$ cat src/rtl/sm_position_ctrl.sv
// Stepper-motor position controller: tracks position from step edges and runs
// point-to-point moves with a direction setup delay, end-switch and step-timeout faults.
module sm_position_ctrl #(
  parameter int POS_W        = 32,
  parameter int DIR_SETUP    = 4,
  parameter int STEP_TIMEOUT = 1048576
) (
  input  logic                    clk,
  input  logic                    rst,
  input  logic                    drv_step,
  input  logic                    cmd_valid,
  input  logic signed [POS_W-1:0] cmd_target,
  input  logic                    cmd_abort,
  input  logic                    zero_set,
  input  logic                    fault_clr,
  input  logic                    limit_fwd,
  input  logic                    limit_rev,
  output logic                    drv_enable_SM,
  output logic                    drv_dir,
  output logic signed [POS_W-1:0] position,
  output logic                    busy,
  output logic                    done,
  output logic                    fault
);

  localparam int SET_W = (DIR_SETUP > 1) ? $clog2(DIR_SETUP) : 1;
  localparam int WD_W  = $clog2(STEP_TIMEOUT + 1);
  localparam logic [SET_W-1:0]        SET_LAST = SET_W'(DIR_SETUP - 1);
  localparam logic [WD_W-1:0]         WD_LAST  = WD_W'(STEP_TIMEOUT - 1);
  localparam logic signed [POS_W-1:0] POS_ONE  = POS_W'(1);

  typedef enum logic [1:0] {IDLE, SETTLE, RUN, FAULT} state_t;

  state_t                    state_reg, state_next;
  logic                      step_d_reg;
  logic signed [POS_W-1:0]   position_reg, position_next;
  logic signed [POS_W-1:0]   target_reg, target_next;
  logic                      dir_reg, dir_next;
  logic                      enable_reg;
  logic                      done_reg, done_next;
  logic [SET_W-1:0]          set_cnt_reg, set_cnt_next;
  logic [WD_W-1:0]           wd_reg, wd_next;
  logic                      step_edge;
  logic                      limit_hit;
  logic signed [POS_W-1:0]   pos_step;

  assign step_edge = drv_step & ~step_d_reg;
  assign pos_step  = dir_reg ? position_reg + POS_ONE : position_reg - POS_ONE;
  assign limit_hit = dir_reg ? limit_fwd : limit_rev;

  always_comb begin
    state_next    = state_reg;
    position_next = position_reg;
    target_next   = target_reg;
    dir_next      = dir_reg;
    done_next     = 1'b0;
    set_cnt_next  = set_cnt_reg;
    wd_next       = wd_reg;

    // Edges are counted in every state, including trailing edges after a stop.
    if (step_edge) position_next = pos_step;

    case (state_reg)
      IDLE: begin
        if (zero_set) position_next = '0;
        if (cmd_valid) begin
          if (cmd_target == position_reg) begin
            done_next = 1'b1;
          end else begin
            target_next  = cmd_target;
            dir_next     = (cmd_target > position_reg);
            set_cnt_next = '0;
            state_next   = SETTLE;
          end
        end
      end
      SETTLE: begin
        if (limit_hit)                  state_next = FAULT;
        else if (cmd_abort)             state_next = IDLE;
        else if (set_cnt_reg == SET_LAST) begin
          state_next = RUN;
          wd_next    = '0;
        end else begin
          set_cnt_next = set_cnt_reg + 1'b1;
        end
      end
      RUN: begin
        wd_next = step_edge ? '0 : wd_reg + 1'b1;
        // Reaching the target outranks limit, timeout and abort in the same cycle.
        if (step_edge && pos_step == target_reg) begin
          state_next    = IDLE;
          position_next = target_reg;
          done_next     = 1'b1;
        end else if (limit_hit) begin
          state_next = FAULT;
        end else if (!step_edge && wd_reg == WD_LAST) begin
          state_next = FAULT;
        end else if (cmd_abort) begin
          state_next = IDLE;
        end
      end
      FAULT: begin
        if (fault_clr && !limit_fwd && !limit_rev) state_next = IDLE;
      end
      default: state_next = IDLE;
    endcase
  end

  always_ff @(posedge clk) begin
    if (rst) begin
      state_reg    <= IDLE;
      step_d_reg   <= 1'b0;
      position_reg <= '0;
      target_reg   <= '0;
      dir_reg      <= 1'b0;
      enable_reg   <= 1'b0;
      done_reg     <= 1'b0;
      set_cnt_reg  <= '0;
      wd_reg       <= '0;
    end else begin
      state_reg    <= state_next;
      step_d_reg   <= drv_step;
      position_reg <= position_next;
      target_reg   <= target_next;
      dir_reg      <= dir_next;
      enable_reg   <= (state_next == RUN);
      done_reg     <= done_next;
      set_cnt_reg  <= set_cnt_next;
      wd_reg       <= wd_next;
    end
  end

  assign drv_enable_SM = enable_reg;
  assign drv_dir       = dir_reg;
  assign position      = position_reg;
  assign busy          = (state_reg == SETTLE) || (state_reg == RUN);
  assign done          = done_reg;
  assign fault         = (state_reg == FAULT);

endmodule

$ cat config.mk
export PLATFORM = sky130hd
export DESIGN_NAME = sm_position_ctrl
export DESIGN_NICKNAME = d
export VERILOG_FILES = /design/src/rtl/sm_position_ctrl.sv
export SDC_FILE = /design/constraint.sdc
export NUM_CORES = 1
export LEC_CHECK = 0
export CAP_MARGIN = 20
export CORE_MARGIN = 2
export CORE_UTILIZATION = 25
export DETAILED_ROUTE_END_ITERATION = 8
export SKIP_CTS_REPAIR_TIMING = 1
export SLEW_MARGIN = 40
export SYNTH_ARGS = -nofsm -noshare
export SYNTH_HDL_FRONTEND = slang
export SYNTH_SLANG_ARGS = --single-unit
$ cat constraint.sdc
create_clock -name clk -period 4.8 [get_ports clk]
set_input_delay 0.72 -clock clk [delete_from_list [all_inputs] [get_ports clk]]
set_output_delay 0.72 -clock clk [all_outputs]
set_load 0.1 [all_outputs]
; ---- Word-level counts from Yosys, hierarchy flattened
; Cells that the tools add are included.
[word_totals]
n_memories = 0
word_cells = 77
mem_bits_ro = 0
inputBits = 41
ram_bits = 0
latchBits = 0
out_inout_bits = 37
regBits = 93
[op_classes]
reduce_logical = 14
shift = 0
n_mux = 32
bitwise = 3
order_cmp = 1
n_mul = 0
eq_ne = 14
add_sub_neg = 4
div_mod_pow = 0
[ops]
columns = cell, n
row1 = two-way mux 32 bit, 4
row2 = two-way mux 21 bit, 4
row3 = equality test 32 bit, 2
row4 = case mux 32 bit (2 select lines), 1
row5 = case mux 21 bit (2 select lines), 1
row6 = "adder 32 x 2 -> 32 bit, second input constant", 1
row7 = > comparator 32 bit, 1
row8 = "subtractor 32 x 2 -> 32 bit, second input constant", 1
row9 = two-way mux 2 bit, 15
row10 = "adder 21 x 1 -> 21 bit, second input constant", 1
row11 = "equality test 21 x 20 -> 1 bit, second input constant", 1
row12 = "inequality test 2 bit, second input constant", 6
row13 = "equality test 2 bit, second input constant", 4
row14 = case mux 2 bit (4 select lines), 1
row15 = AND reduction 6 bit, 1
row16 = logical AND 1 bit, 4
row17 = two-way mux 1 bit, 4
row18 = case mux 2 bit (2 select lines), 1
row19 = AND reduction 4 bit, 1
row20 = nonzero test 2 bit, 2
row21 = zero test 1 bit, 3
row22 = AND reduction 3 bit, 1
row23 = "adder 2 x 1 -> 2 bit, second input constant", 1
row24 = "equality test 2 x 1 -> 1 bit, second input constant", 1
row25 = 5 further kinds, 6

; ---- Depth between registers and ports, before layout
; Gate-level depths: netlist of run 1.
[depth]
depth_word = 9
mapped_depth = 15
ltp_nobuf = 13

; ---- Worst setup path after synthesis of run 1
; No wires, ideal clock.
[synth_timing]
path_kind = register to register
from = register dir_reg (netlist: drv_dir)
to = register enable_reg (netlist: drv_enable_SM)
path_stages_with_launch = 14
required_ns = 4.742
setup_time_ns = 0.058
path_buffers = 0
synth_period_minus_slack_ns = 4.993
arrival_ns = 4.935
path_slack_ns = -0.193
cell_sequence = dfxtp_1 inv_1 ha_1 and2_4 a221oi_2 and4bb_4 nor2_1 a31oi_1 mux2_2 a311oi_1 nand4_1 nor4_4 o221a_4 o211a_1
[synth_between]
elab_chain_len = 6
word_cells_on_any_way = 9
cone_classes = eq/ne: 2 / mux: 6 / reduce/logical: 1
[synth_rtl]
columns = item, line
row1 = start: declaration, 38  ; logic dir_reg, dir_next;
row2 = start signal: assignment, 125  ; dir_reg <= dir_next;
row3 = two-way mux 32 bit, 48  ; assign pos_step = dir_reg ? position_reg + POS_ONE : position_reg - POS_ONE;
row4 = equality test 32 bit, 90  ; if (step_edge && pos_step == target_reg) begin
row5 = logical AND 1 bit, 90
row6 = two-way mux 2 bit, 90
row7 = case mux 2 bit (4 select lines) (*), 63  ; case (state_reg)
row8 = equality test 2 bit (*), 126  ; enable_reg <= (state_next == RUN);
row9 = end signal: assignment, 126
row10 = end: declaration, 39  ; logic enable_reg;
; Mark *: on every way between the ends. The rest lies on a longest branch, timed or not.
; A chain may end at the register's enable or synchronous reset.

; ---- Final worst setup path of run 1
; Ends and elaborated chain as after synthesis.

==> reports/metrics.yaml, run 1 <==
outcome:
  status: "finished, final reports clean"
clock_tree:
  numCtsBuffers: 9
  path_clk_slew_ns: 0.07
  cts.sinks: 93
  cts_tree: "built"
  clock_latency_ns: 0.36
  clk_path_buf_depth: 2
  cts-root-buf: "clkbuf_16"
  cts_max_level: 3
sta:
  setup_viol: 0
  period_share_pct: 93.3
  fin_crit_ns: 4.48
  fmax_mhz: 223
  slew_violations: 0
  tns_ns: 0
  slew_headroom_pct: 49.8
  finalHoldViolCount: 0
  skew_ns: 0.00958
  rsz0062_at_grt: "no"
  fin_hold_ws_ns: 0.472
  tightest_slew_ns: 0.745
finish:
  area_growth_pct: 16.3
  antenna_cells: 0
  nNetsFinal: 1170
  final_util_pct: 29.6
  final_cell_mix: "nand2_1, a21oi_1, dfxtp_1, nor2_1, ha_1"
  final_common_cell: "nand2_1"
  drive_above_1_share_pct: 9.01
routing:
  drt-initial-drc-count: 476
  dr_total_vias: 7527
  drt_pass1_iterations: 5
  final_antenna_net_count: 0
  wire_per_inst_microns: 17.4
  viasPerCell: 5.17
  wl_microns: 25300
  drc: 0
setup_path:
  start_kind: "register"
  path_cells: "inv_1 -> buf_12 -> ha_1 -> a21oi_1 -> o21ai_0 -> a2111oi_1 -> nand2b_1 -> nand4_1 -> and4b_1 -> nand4_1 -> nor4_4 -> o221a_4 -> o211a_1"
  critPathMaxStageDelay_ns: 0.76
  reg2reg_depth: 13
  worst_path_most_repeated_cell: "nand4_1"
  cp.required_ns: 5.10
  worst-path-buf-inv: 2
  path_delay_family: "compound AO/OA/AOI/OAI gates"
  r2r-end: "drv_enable_SM"
  r2r_setup_slack_ns: 0.32
  cp_max_fo: 19
  crit_path_end_kind: "register"
  criticalPathCategory: "register to register"
  worst_path_max_delay_cell: "a2111oi_1"
  worstPathArrival_ns: 4.78
  r2r-start: "drv_dir"
worst_hold_path:
  hold_path.startpoint: "target_reg[0]"
  holdPathStages: 2
  min_to: "target_reg[0]"
  hold_class: "register to register"
global_route:
  grt-ovfl-total: 0
  grt_pass1_vias: 7089
  grt_first_pass_wirelength_microns: 39400
  grt.total_usage_pct: 16.1
  antenna_found_initial: 0
  grt_max_degree: 44
floorplan:
  rows: 63
  start_util_pct: 25.4
  die_w_microns: 178
  dieArea_sq_mm: 0.0317
  die_h_microns: 178
  core_sq_mm: 0.0297
  num_io_pins: 78
yosys:
  ys.warnings.count: 0
  synth.net_count: 1123
  avgSynthCellArea_sq_um: 7.47
  ys_seq_area_share_pct: 24.6
  synthDistinctLibCells: 86
  ys.flop_type: "dfxtp_1"
  synth-seq-cells: 93
  synth-edff-count: 0
  synth_area_sq_mm: 0.00756
  synthCells: 1013
  synthArstFlopShare_pct: 0
placement:
  port_buffers: 77
  place.gp.congestion: 0.952
  place_hpwl_microns: 19800
flow_run:
  cap_violations: 0
## cell usage after synthesis, drive strengths merged (6+ instances only)
master / number / area (sq um)
nand2: 164 / 616
a21oi: 122 / 614
dfxtp: 93 / 1860
nor2: 83 / 312
ha: 68 / 851
inv: 54 / 203
o21ai: 46 / 230
clkbuf: 40 / 161
xnor2: 40 / 350
xor2: 30 / 263
nand4: 28 / 175
nor3: 19 / 100
a21o: 18 / 138
nand3: 17 / 90.1
nor2b: 12 / 75.1
nor4: 12 / 96.3
and2: 11 / 72.6
buf: 10 / 50.1
nand2b: 10 / 62.6
a211oi: 8 / 60.1
and3: 8 / 50.1
o211ai: 8 / 60.1
o21a: 7 / 52.6
a31oi: 6 / 37.5
## layout make-up
type | count | area, sq um
Clock buffer | 10 | 229
Clock inverter | 6 | 46.3
Fill cell | 3167 | 20900
Inverter | 54 | 203
Multi-Input combinational cell | 816 | 5300
Sequential cell | 93 | 1860
Tap cell | 390 | 488
Timing Repair Buffer | 86 | 666
## metrics by stage
stage                     instances  area (sq um)  setup slack, ns
after floorplan                1013          7560            0.356
after global routing           1455          8790           0.0709
final                          1455          8790            0.321
after detailed placement       1439          8510            0.420
after global placement         1439          8690            0.480
after CTS                      1455          8780            0.397
## kinds of logic (layout without fill, tap and decap cells)
group / count (synthesis) / after routing / synth area share [%]
simple gates: 395 / 395 / 25.2
compound gates: 270 / 270 / 22.7
buf+inv: 104 / 156 / 5.48
flops: 93 / 93 / 24.6
xor+xnor: 74 / 74 / 9.35
fa+ha+maj: 69 / 69 / 11.5
mux: 8 / 8 / 1.11
## worst register-to-register path, delay by kind of cell, from the launching register on
kind / cells / cell delay [ns]
AOI/OAI and AO/OA: 5 / 1.91
buffers and inverters: 2 / 0.45
adders and majority gates: 1 / 0.45
and+or+nand+nor: 5 / 1.19
DFF: 1 / 0.41
## how the worst max path moves through the flow
stage / startpoint / endpoint / depth (start not counted)
final: drv_dir / drv_enable_SM / 13
after global routing: drv_dir / drv_enable_SM / 13
after CTS: drv_dir / drv_enable_SM / 13
after detailed placement: drv_dir / drv_enable_SM / 13
after global placement: drv_dir / state_reg[0] / 13
after floorplan: drv_dir / drv_enable_SM / 13
## layer usage
metal | vias up | wire length (microns) | global-route usage (%)
met4 | 0 | 709 | 5.70
li1 | 3693 | - | -
met5 | - | 0 | 0
met1 | 3571 | 11400 | 20.8
met3 | 40 | 1440 | 2.89
met2 | 223 | 11800 | 26.6
Power of run 1 is left out: the tool's default activity adds up to more than one toggle a clock period on the data nets, which glitch-free logic cannot reach.
==> run 2: changes to the inputs <==
--- a/config.mk
+++ b/config.mk
@@ -9,6 +9,7 @@
 export CORE_MARGIN = 2
 export CORE_UTILIZATION = 25
 export DETAILED_ROUTE_END_ITERATION = 8
+export SETUP_SLACK_MARGIN = 0.02
 export SKIP_CTS_REPAIR_TIMING = 1
 export SLEW_MARGIN = 40
 export SYNTH_ARGS = -nofsm -noshare
==> results of run 2 <==
Same layout as run 1: the final DEF is identical, and so are final timing and power.
Power of run 2 is left out for the same reason.
